`config.mk`:
```
export PLATFORM = sky130hd
export DESIGN_NAME = usb_slave_fifo_writer_flat
export DESIGN_NICKNAME = d
export VERILOG_FILES = /design/src/rtl/usb_slave_fifo_writer_if.sv /design/src/rtl/usb_slave_fifo_writer.sv /design/src/flat_wrapper.sv
export SDC_FILE = /design/constraint.sdc
export NUM_CORES = 1
export LEC_CHECK = 0
export BUFFER_PORTS_ARGS = -buffer_cell sky130_fd_sc_hd__buf_2
export CORE_ASPECT_RATIO = 1.2
export CORE_UTILIZATION = 55
export CTS_BUF_LIST = sky130_fd_sc_hd__clkbuf_4 sky130_fd_sc_hd__clkbuf_8
export DETAILED_ROUTE_END_ITERATION = 8
export PLACE_DENSITY = 0.82
export SETUP_SLACK_MARGIN = 0.2
export SYNTH_ARGS = -nofsm -noshare
export SYNTH_HDL_FRONTEND = slang
export SYNTH_SLANG_ARGS = --single-unit
export TNS_END_PERCENT = 10
```
`constraint.sdc`:
```
create_clock -name Clk -period 2.5 [get_ports Clk]
set_input_delay 0.5 -clock Clk [delete_from_list [all_inputs] [get_ports Clk]]
set_output_delay 0.5 -clock Clk [all_outputs]
set_load 0.02 [all_outputs]
```
`src/rtl/usb_slave_fifo_writer_if.sv`:
```
// Signal bundle between the data FIFO / FX2 slave-FIFO writer and its surroundings.
// The writer itself uses the master view; a FIFO/FX2 model or host side uses slave.
interface usb_slave_fifo_writer_if;
    logic [15:0] DataFifoDout;
    logic        DataFifoEmpty;
    logic        DataFifoRdEn;
    logic        FlushRequest;
    logic        USB_FLAGB;
    logic        USB_SLWR_n;
    logic        USB_PKTEND_n;
    logic [1:0]  USB_FIFOADR;
    logic [15:0] USB_FD;
    logic        FlushDone;
    logic        TransferBusy;

    modport master (
        input  DataFifoDout, DataFifoEmpty, FlushRequest, USB_FLAGB,
        output DataFifoRdEn, USB_SLWR_n, USB_PKTEND_n, USB_FIFOADR, USB_FD,
               FlushDone, TransferBusy
    );

    modport slave (
        output DataFifoDout, DataFifoEmpty, FlushRequest, USB_FLAGB,
        input  DataFifoRdEn, USB_SLWR_n, USB_PKTEND_n, USB_FIFOADR, USB_FD,
               FlushDone, TransferBusy
    );
endinterface

```
`src/rtl/usb_slave_fifo_writer.sv`:
```
// Drains the 16-bit data FIFO into the FX2 slave-FIFO EP IN bus, one word per SLWR strobe,
// committing short packets with PKTEND on a flush request or after an idle timeout.
module usb_slave_fifo_writer #(
    parameter int         PACKET_WORDS      = 256,
    parameter int         IDLE_FLUSH_CYCLES = 4000,
    parameter logic [1:0] FIFO_ADDR         = 2'b10,
    localparam int        PCW               = $clog2(PACKET_WORDS),
    localparam int        ICW               = $clog2(IDLE_FLUSH_CYCLES + 1)
) (
    input  logic                    Clk,
    input  logic                    reset,
    usb_slave_fifo_writer_if.master bus,
    output logic [1:0]              dbg_state,
    output logic [PCW-1:0]          dbg_packet_count
);
    typedef enum logic [1:0] {
        IDLE   = 2'd0,
        FETCH  = 2'd1,
        WRITE  = 2'd2,
        PKTEND = 2'd3
    } state_t;

    localparam logic [PCW-1:0] PKT_LAST  = PCW'(PACKET_WORDS - 1);
    localparam logic [ICW-1:0] IDLE_LAST = ICW'(IDLE_FLUSH_CYCLES - 1);
    localparam logic [ICW-1:0] IDLE_MAX  = ICW'(IDLE_FLUSH_CYCLES);

    state_t         state, state_nxt;
    logic [PCW-1:0] pkt_cnt, pkt_cnt_nxt;
    logic [ICW-1:0] idle_cnt, idle_cnt_nxt;
    logic           flush_pending, flush_pending_nxt;
    logic           rd_en_q, rd_en_nxt;
    logic           slwr_n_q, slwr_n_nxt;
    logic           pktend_n_q, pktend_n_nxt;
    logic           flush_done_q, flush_done_nxt;
    logic           busy_q, busy_nxt;
    logic [15:0]    fd_q, fd_nxt;
    logic           idle_wait;

    assign idle_wait = (state == IDLE) && bus.DataFifoEmpty && (pkt_cnt != '0);

    always_comb begin
        state_nxt         = state;
        pkt_cnt_nxt       = pkt_cnt;
        flush_pending_nxt = flush_pending | bus.FlushRequest;
        rd_en_nxt         = 1'b0;
        slwr_n_nxt        = 1'b1;
        pktend_n_nxt      = 1'b1;
        flush_done_nxt    = 1'b0;
        fd_nxt            = fd_q;
        idle_cnt_nxt      = '0;

        if (idle_wait) begin
            idle_cnt_nxt = (idle_cnt == IDLE_MAX) ? idle_cnt : idle_cnt + 1'b1;
        end

        // Strobes are registered on the transition, so each is low/high while in its state.
        case (state)
            IDLE: begin
                if (!bus.DataFifoEmpty && bus.USB_FLAGB) begin
                    rd_en_nxt = 1'b1;
                    state_nxt = FETCH;
                end else if (bus.DataFifoEmpty && (pkt_cnt != '0) &&
                             (flush_pending || idle_cnt == IDLE_LAST)) begin
                    pktend_n_nxt = 1'b0;
                    pkt_cnt_nxt  = '0;
                    state_nxt    = PKTEND;
                    if (flush_pending) begin
                        flush_done_nxt    = 1'b1;
                        flush_pending_nxt = bus.FlushRequest;
                    end
                end else if (bus.DataFifoEmpty && flush_pending && (pkt_cnt == '0)) begin
                    flush_done_nxt    = 1'b1;
                    flush_pending_nxt = bus.FlushRequest;
                end
            end
            FETCH: begin
                state_nxt = WRITE;
            end
            WRITE: begin
                // Dout is valid here (read strobe was registered), so FD is captured now
                // and SLWR_n drops in the following cycle with FD already stable.
                fd_nxt      = bus.DataFifoDout;
                slwr_n_nxt  = 1'b0;
                pkt_cnt_nxt = (pkt_cnt == PKT_LAST) ? '0 : pkt_cnt + 1'b1;
                state_nxt   = IDLE;
            end
            PKTEND: begin
                state_nxt = IDLE;
            end
            default: begin
                state_nxt = IDLE;
            end
        endcase

        busy_nxt = (state_nxt != IDLE) || (pkt_cnt_nxt != '0);
    end

    always_ff @(posedge Clk or posedge reset) begin
        if (reset) begin
            state         <= IDLE;
            pkt_cnt       <= '0;
            idle_cnt      <= '0;
            flush_pending <= 1'b0;
            rd_en_q       <= 1'b0;
            slwr_n_q      <= 1'b1;
            pktend_n_q    <= 1'b1;
            flush_done_q  <= 1'b0;
            busy_q        <= 1'b0;
            fd_q          <= '0;
        end else begin
            state         <= state_nxt;
            pkt_cnt       <= pkt_cnt_nxt;
            idle_cnt      <= idle_cnt_nxt;
            flush_pending <= flush_pending_nxt;
            rd_en_q       <= rd_en_nxt;
            slwr_n_q      <= slwr_n_nxt;
            pktend_n_q    <= pktend_n_nxt;
            flush_done_q  <= flush_done_nxt;
            busy_q        <= busy_nxt;
            fd_q          <= fd_nxt;
        end
    end

    assign bus.DataFifoRdEn  = rd_en_q;
    assign bus.USB_SLWR_n    = slwr_n_q;
    assign bus.USB_PKTEND_n  = pktend_n_q;
    assign bus.USB_FIFOADR   = FIFO_ADDR;
    assign bus.USB_FD        = fd_q;
    assign bus.FlushDone     = flush_done_q;
    assign bus.TransferBusy  = busy_q;
    assign dbg_state         = state;
    assign dbg_packet_count  = pkt_cnt;
endmodule

```
`src/flat_wrapper.sv`:
```
// flat-port wrapper written by rule: the top's interface ports become plain ports
module usb_slave_fifo_writer_flat 
#(
    parameter int         PACKET_WORDS      = 256,
    parameter int         IDLE_FLUSH_CYCLES = 4000,
    parameter logic [1:0] FIFO_ADDR         = 2'b10,
    localparam int        PCW               = $clog2(PACKET_WORDS),
    localparam int        ICW               = $clog2(IDLE_FLUSH_CYCLES + 1)
)
  (Clk, reset, dbg_state, dbg_packet_count, bus_DataFifoDout, bus_DataFifoEmpty, bus_FlushRequest, bus_USB_FLAGB, bus_DataFifoRdEn, bus_USB_SLWR_n, bus_USB_PKTEND_n, bus_USB_FIFOADR, bus_USB_FD, bus_FlushDone, bus_TransferBusy);
  usb_slave_fifo_writer_if bus_i ();
  input  logic Clk;
  input  logic reset;
  output logic [1:0] dbg_state;
  output logic [PCW-1:0] dbg_packet_count;
  input wire logic [$bits(bus_i.DataFifoDout)-1:0] bus_DataFifoDout;
  input wire logic [$bits(bus_i.DataFifoEmpty)-1:0] bus_DataFifoEmpty;
  input wire logic [$bits(bus_i.FlushRequest)-1:0] bus_FlushRequest;
  input wire logic [$bits(bus_i.USB_FLAGB)-1:0] bus_USB_FLAGB;
  output wire logic [$bits(bus_i.DataFifoRdEn)-1:0] bus_DataFifoRdEn;
  output wire logic [$bits(bus_i.USB_SLWR_n)-1:0] bus_USB_SLWR_n;
  output wire logic [$bits(bus_i.USB_PKTEND_n)-1:0] bus_USB_PKTEND_n;
  output wire logic [$bits(bus_i.USB_FIFOADR)-1:0] bus_USB_FIFOADR;
  output wire logic [$bits(bus_i.USB_FD)-1:0] bus_USB_FD;
  output wire logic [$bits(bus_i.FlushDone)-1:0] bus_FlushDone;
  output wire logic [$bits(bus_i.TransferBusy)-1:0] bus_TransferBusy;
  assign bus_i.DataFifoDout = bus_DataFifoDout;
  assign bus_i.DataFifoEmpty = bus_DataFifoEmpty;
  assign bus_i.FlushRequest = bus_FlushRequest;
  assign bus_i.USB_FLAGB = bus_USB_FLAGB;
  assign bus_DataFifoRdEn = bus_i.DataFifoRdEn;
  assign bus_USB_SLWR_n = bus_i.USB_SLWR_n;
  assign bus_USB_PKTEND_n = bus_i.USB_PKTEND_n;
  assign bus_USB_FIFOADR = bus_i.USB_FIFOADR;
  assign bus_USB_FD = bus_i.USB_FD;
  assign bus_FlushDone = bus_i.FlushDone;
  assign bus_TransferBusy = bus_i.TransferBusy;
  usb_slave_fifo_writer #(.PACKET_WORDS(PACKET_WORDS), .IDLE_FLUSH_CYCLES(IDLE_FLUSH_CYCLES), .FIFO_ADDR(FIFO_ADDR)) u_core (.Clk(Clk), .reset(reset), .bus(bus_i), .dbg_state(dbg_state), .dbg_packet_count(dbg_packet_count));
endmodule
```
==> results.py <==
metrics = {
    "setup_path": {
        "worstSetupPathType": "reg2reg",
        "crit_buf_inv": 0,
        "worst_setup_path_end_kind": "flip-flop",
        "cp.arrival_ns": 2.42,
        "regToRegSetupSlack_ns": 0.25,
        "path_max_fanout": 5,
        "cp.required_ns": 2.67,
        "cpPeakStageDelay_ns": 0.44,
        "crit_family": "compound AO/OA/AOI/OAI gates",
        "cp_cell_sequence": "ha_2, nand4_1, o41ai_4, or2b_1, a211o_1, a2111o_1",
        "r2r-start": "u_core.idle_cnt[0]",
        "start_kind": "flip-flop",
        "slowest_stage": "dfrtp_1",
        "cp-startpoint": "u_core.idle_cnt[0]",
    },
    "clocking": {
        "path_clk_slew_ns": 0.08,
        "cts_buffers": 5,
        "clock_path_buffers": 2,
        "cts_root_buf": "clkbuf_8",
        "cts_tree": "yes",
        "cts_sinks": 44,
        "holdBufCountCts": 0,
        "worstSkewPairLatency_ns": 0.30,
        "htreeDepth": 2,
    },
    "synthesis": {
        "ys_ff_latch": 44,
        "syn_area_um2": 2170,
        "synthArstFlopShare_pct": 100,
        "synth_top_area_cell": "dfrtp_1",
        "synth_top_flop_cell": "dfrtp_1",
        "synth_top_area_share_pct": 48.5,
        "yosys_warnings": 0,
        "synth_area_leaders": "dfrtp_1 49%, nand2_1 9.7%, nor2_1 4.2%",
        "synth_edf_count": 0,
        "ys_types": 48,
        "yosysSeqAreaShare_pct": 51.0,
        "syn_nets": 255,
        "syn_inst": 230,
        "syn_avg_cell_area_um2": 9.42,
    },
    "placed_design": {
        "gp_congestion": 0.928,
        "port_buffers": 51,
        "dp.cells": 327,
        "place_hpwl_um": 3260,
    },
    "sta": {
        "finalMaxSlewViolations": 0,
        "worst_slew_pin_slew_ns": 0.884,
        "finalSetupViolCount": 0,
        "period_needed_ns": 2.25,
        "rsz0062_at_grt": "no",
        "fin_skew_ns": 0.00967,
        "timing.setup.tns_ns": 0,
        "relSlewSlack_pct": 40.7,
        "period_share_pct": 89.9,
        "hold_viol": 0,
        "clock.fmax_mhz": 445,
    },
    "final_layout": {
        "antennaDiodeCount": 0,
        "layout.area.seq_um2": 1100,
        "drive_gt1_share_pct": 27.9,
        "post-route-util_pct": 70.3,
        "multiInputGateArea_um2": 955,
        "fin_cells": 339,
        "num-fill-cells": 305,
        "nets": 312,
        "synthToLayoutAreaGrowth_pct": 19.9,
    },
    "power_and_ir_drop": {
        "powerDensity_nw_per_um2": 1070,
        "p_leak_nw": 1.34,
        "clockPowerShare_pct": 15.2,
        "combPwrFrac_pct": 44.3,
        "p_switching_mw": 1.17,
        "netSwitchingFraction_pct": 42.1,
        "p_int_mw": 1.61,
        "peakVddDrop_uv": 677,
        "power_frac_seq_pct": 40.5,
    },
    "global_routing": {
        "met1_usage_pct": 30.5,
        "grt_util_met2_pct": 37.5,
        "antenna_found_initial": 0,
        "grt_pass1_wl_um": 7500,
        "grt_start_max_net_pins": 25,
        "grt_use_total_pct": 23.9,
        "grt_pass1_vias": 1664,
        "grt_use_met3_pct": 5.48,
        "overflow": 0,
        "grt.busiest_layer": "met2",
    },
    "floorplanning": {
        "fp.dieH_um": 70.7,
        "die-width_um": 59.3,
        "core_area_um2": 3690,
        "start_util_pct": 58.6,
        "die_area_um2": 4190,
        "num_rows": 24,
        "io_pins": 54,
    },
    "routing": {
        "drc": 0,
        "wirelength_um": 4580,
        "vias": 1773,
        "ant_nets": 0,
        "post_drt_wl_per_cell_um": 13.5,
        "vias_per_cell": 5.23,
        "drtPass1Iterations": 4,
        "drt_iter0_drc": 51,
    },
    "flow_run": {
        "maxCapViolCount": 0,
    },
    "run_status": {
        "status": "finished clean",
    },
    "min_path": {
        "hold_path.class": "in2async",
    },
}
==> cells in the final DEF, fill, tap and decap left out, types with 2 or more instances in the layout <==
cell type,n
conb_1,2
nand2_1,56
mux2i_1,2
o211ai_1,2
nand4_1,6
buf_2,51
o31ai_1,4
a22o_1,2
nor2_1,24
buf_4,10
ha_1,2
or2b_1,2
xor2_1,5
dfstp_2,2
or4_1,2
o21ai_0,2
clkbuf_8,5
a211o_1,2
a21oi_1,3
nand3_1,6
a21o_1,2
nor3_1,4
ha_2,2
xnor2_1,8
dfrtp_1,41
nor4_1,2
and3_1,3
inv_1,10
==> cells in the mapped netlist, types with 2 or more instances <==
cell and n:
nand4_1 6, nor4_1 2, dfstp_2 2, buf_6 2, a21oi_1 3, inv_1 11
o211ai_1 2, dfrtp_1 42, nand3_1 6, xnor2_1 8, xor2_1 5, nor3_1 4
buf_4 3, a211o_1 2, nand2_1 56, buf_2 2, ha_1 4, clkbuf_1 4
mux2i_1 2, nor2_1 24, or2b_1 2, and3_1 3, o31ai_1 4, a22o_1 2
o21ai_0 3, conb_1 2, a21o_1 2, or4_1 2
==> layout make-up <==
cell class,instances,share of cell area (%)
multi-input combinational,163,36.8
tap,52,2.50
inverter,11,1.59
timing repair buffer,62,13.5
sequential,44,42.5
clock inverter,1,0.193
clock buffer,6,2.94
==> sequential cells by signal, indices dropped and copies added, names as in the netlist <==
signal and count:
u_core.bus.USB_FD 16, u_core.idle_cnt 12, u_core.dbg_packet_count 8, u_core.dbg_state 2
u_core.bus.DataFifoRdEn 1, u_core.bus.FlushDone 1, u_core.bus.TransferBusy 1, u_core.bus.USB_PKTEND_n 1
u_core.bus.USB_SLWR_n 1, u_core.flush_pending 1
==> power by group through the flow <==
| stage | registers (mW) | clock network, mW | logic, mW |
|---|---|---|---|
| final | 1.12 | 0.422 | 1.23 |
| after global placement | 1.12 | 0 | 1.19 |
| after floorplan | 1.33 | 0 | 0.635 |
| after CTS | 1.12 | 0.431 | 1.21 |
| after detailed placement | 1.13 | 0 | 1.20 |
| after global routing | 1.15 | 0.464 | 1.36 |
==> logic make-up (layout without fill, tap and decap cells) <==
logic type,after synthesis,count (layout),share of synthesized area [%]
simple gates,115,115,24.6
flops,44,44,51.0
compound gates,27,27,10.3
buf+inv,23,80,5.31
xor+xnor,13,13,5.26
fa+ha+maj,4,4,2.31
other cells,2,2,0.347
mux,2,2,0.924
==> worst register-to-register path, cell delays in order (launching register included) <==
cell,delay (ns)
dfrtp_1,0.44
ha_2,0.24
nand4_1,0.21
o41ai_4,0.40
or2b_1,0.29
a211o_1,0.26
a2111o_1,0.27
==> timing repair <==
action / 4_1_cts / 5_1_grt
buffers inserted: 0 / 5
hold endpoints to repair: 0 / 0
setup endpoints to repair: 0 / 1
resized for setup: 0 / 5
==> layer usage <==
metal	routed length [um]	vias to the layer above
li1	-	874
met1	2060	848
met2	2260	39
met3	146	12
met4	121	0
met5	0	-
==> per-stage QoR <==
step                      hold slack, ns  power (mW)  area, um2  setup slack [ns]
after floorplan                    0.449        1.96       2170             0.404
after global placement             0.453        2.31       2470             0.378
after detailed placement           0.458        2.33       2470             0.306
after CTS                          0.291        2.76       2550             0.279
after global routing               0.324        2.98       2600             0.198
final                              0.276        2.78       2600             0.253
==> worst paths after layout <==
kind	endpoint	cells past startpoint
worst max-delay path	u_core.bus.TransferBusy	6
worst min-delay path	u_core.bus.USB_FD[4]	2
worst max register to register	u_core.bus.TransferBusy	6
worst min register to register	u_core.bus.USB_FD[2]	2
max in group asynchronous	u_core.bus.USB_PKTEND_n	3
min in group Clk	u_core.flush_pending	2
Power figures use the tool's default switching activity.
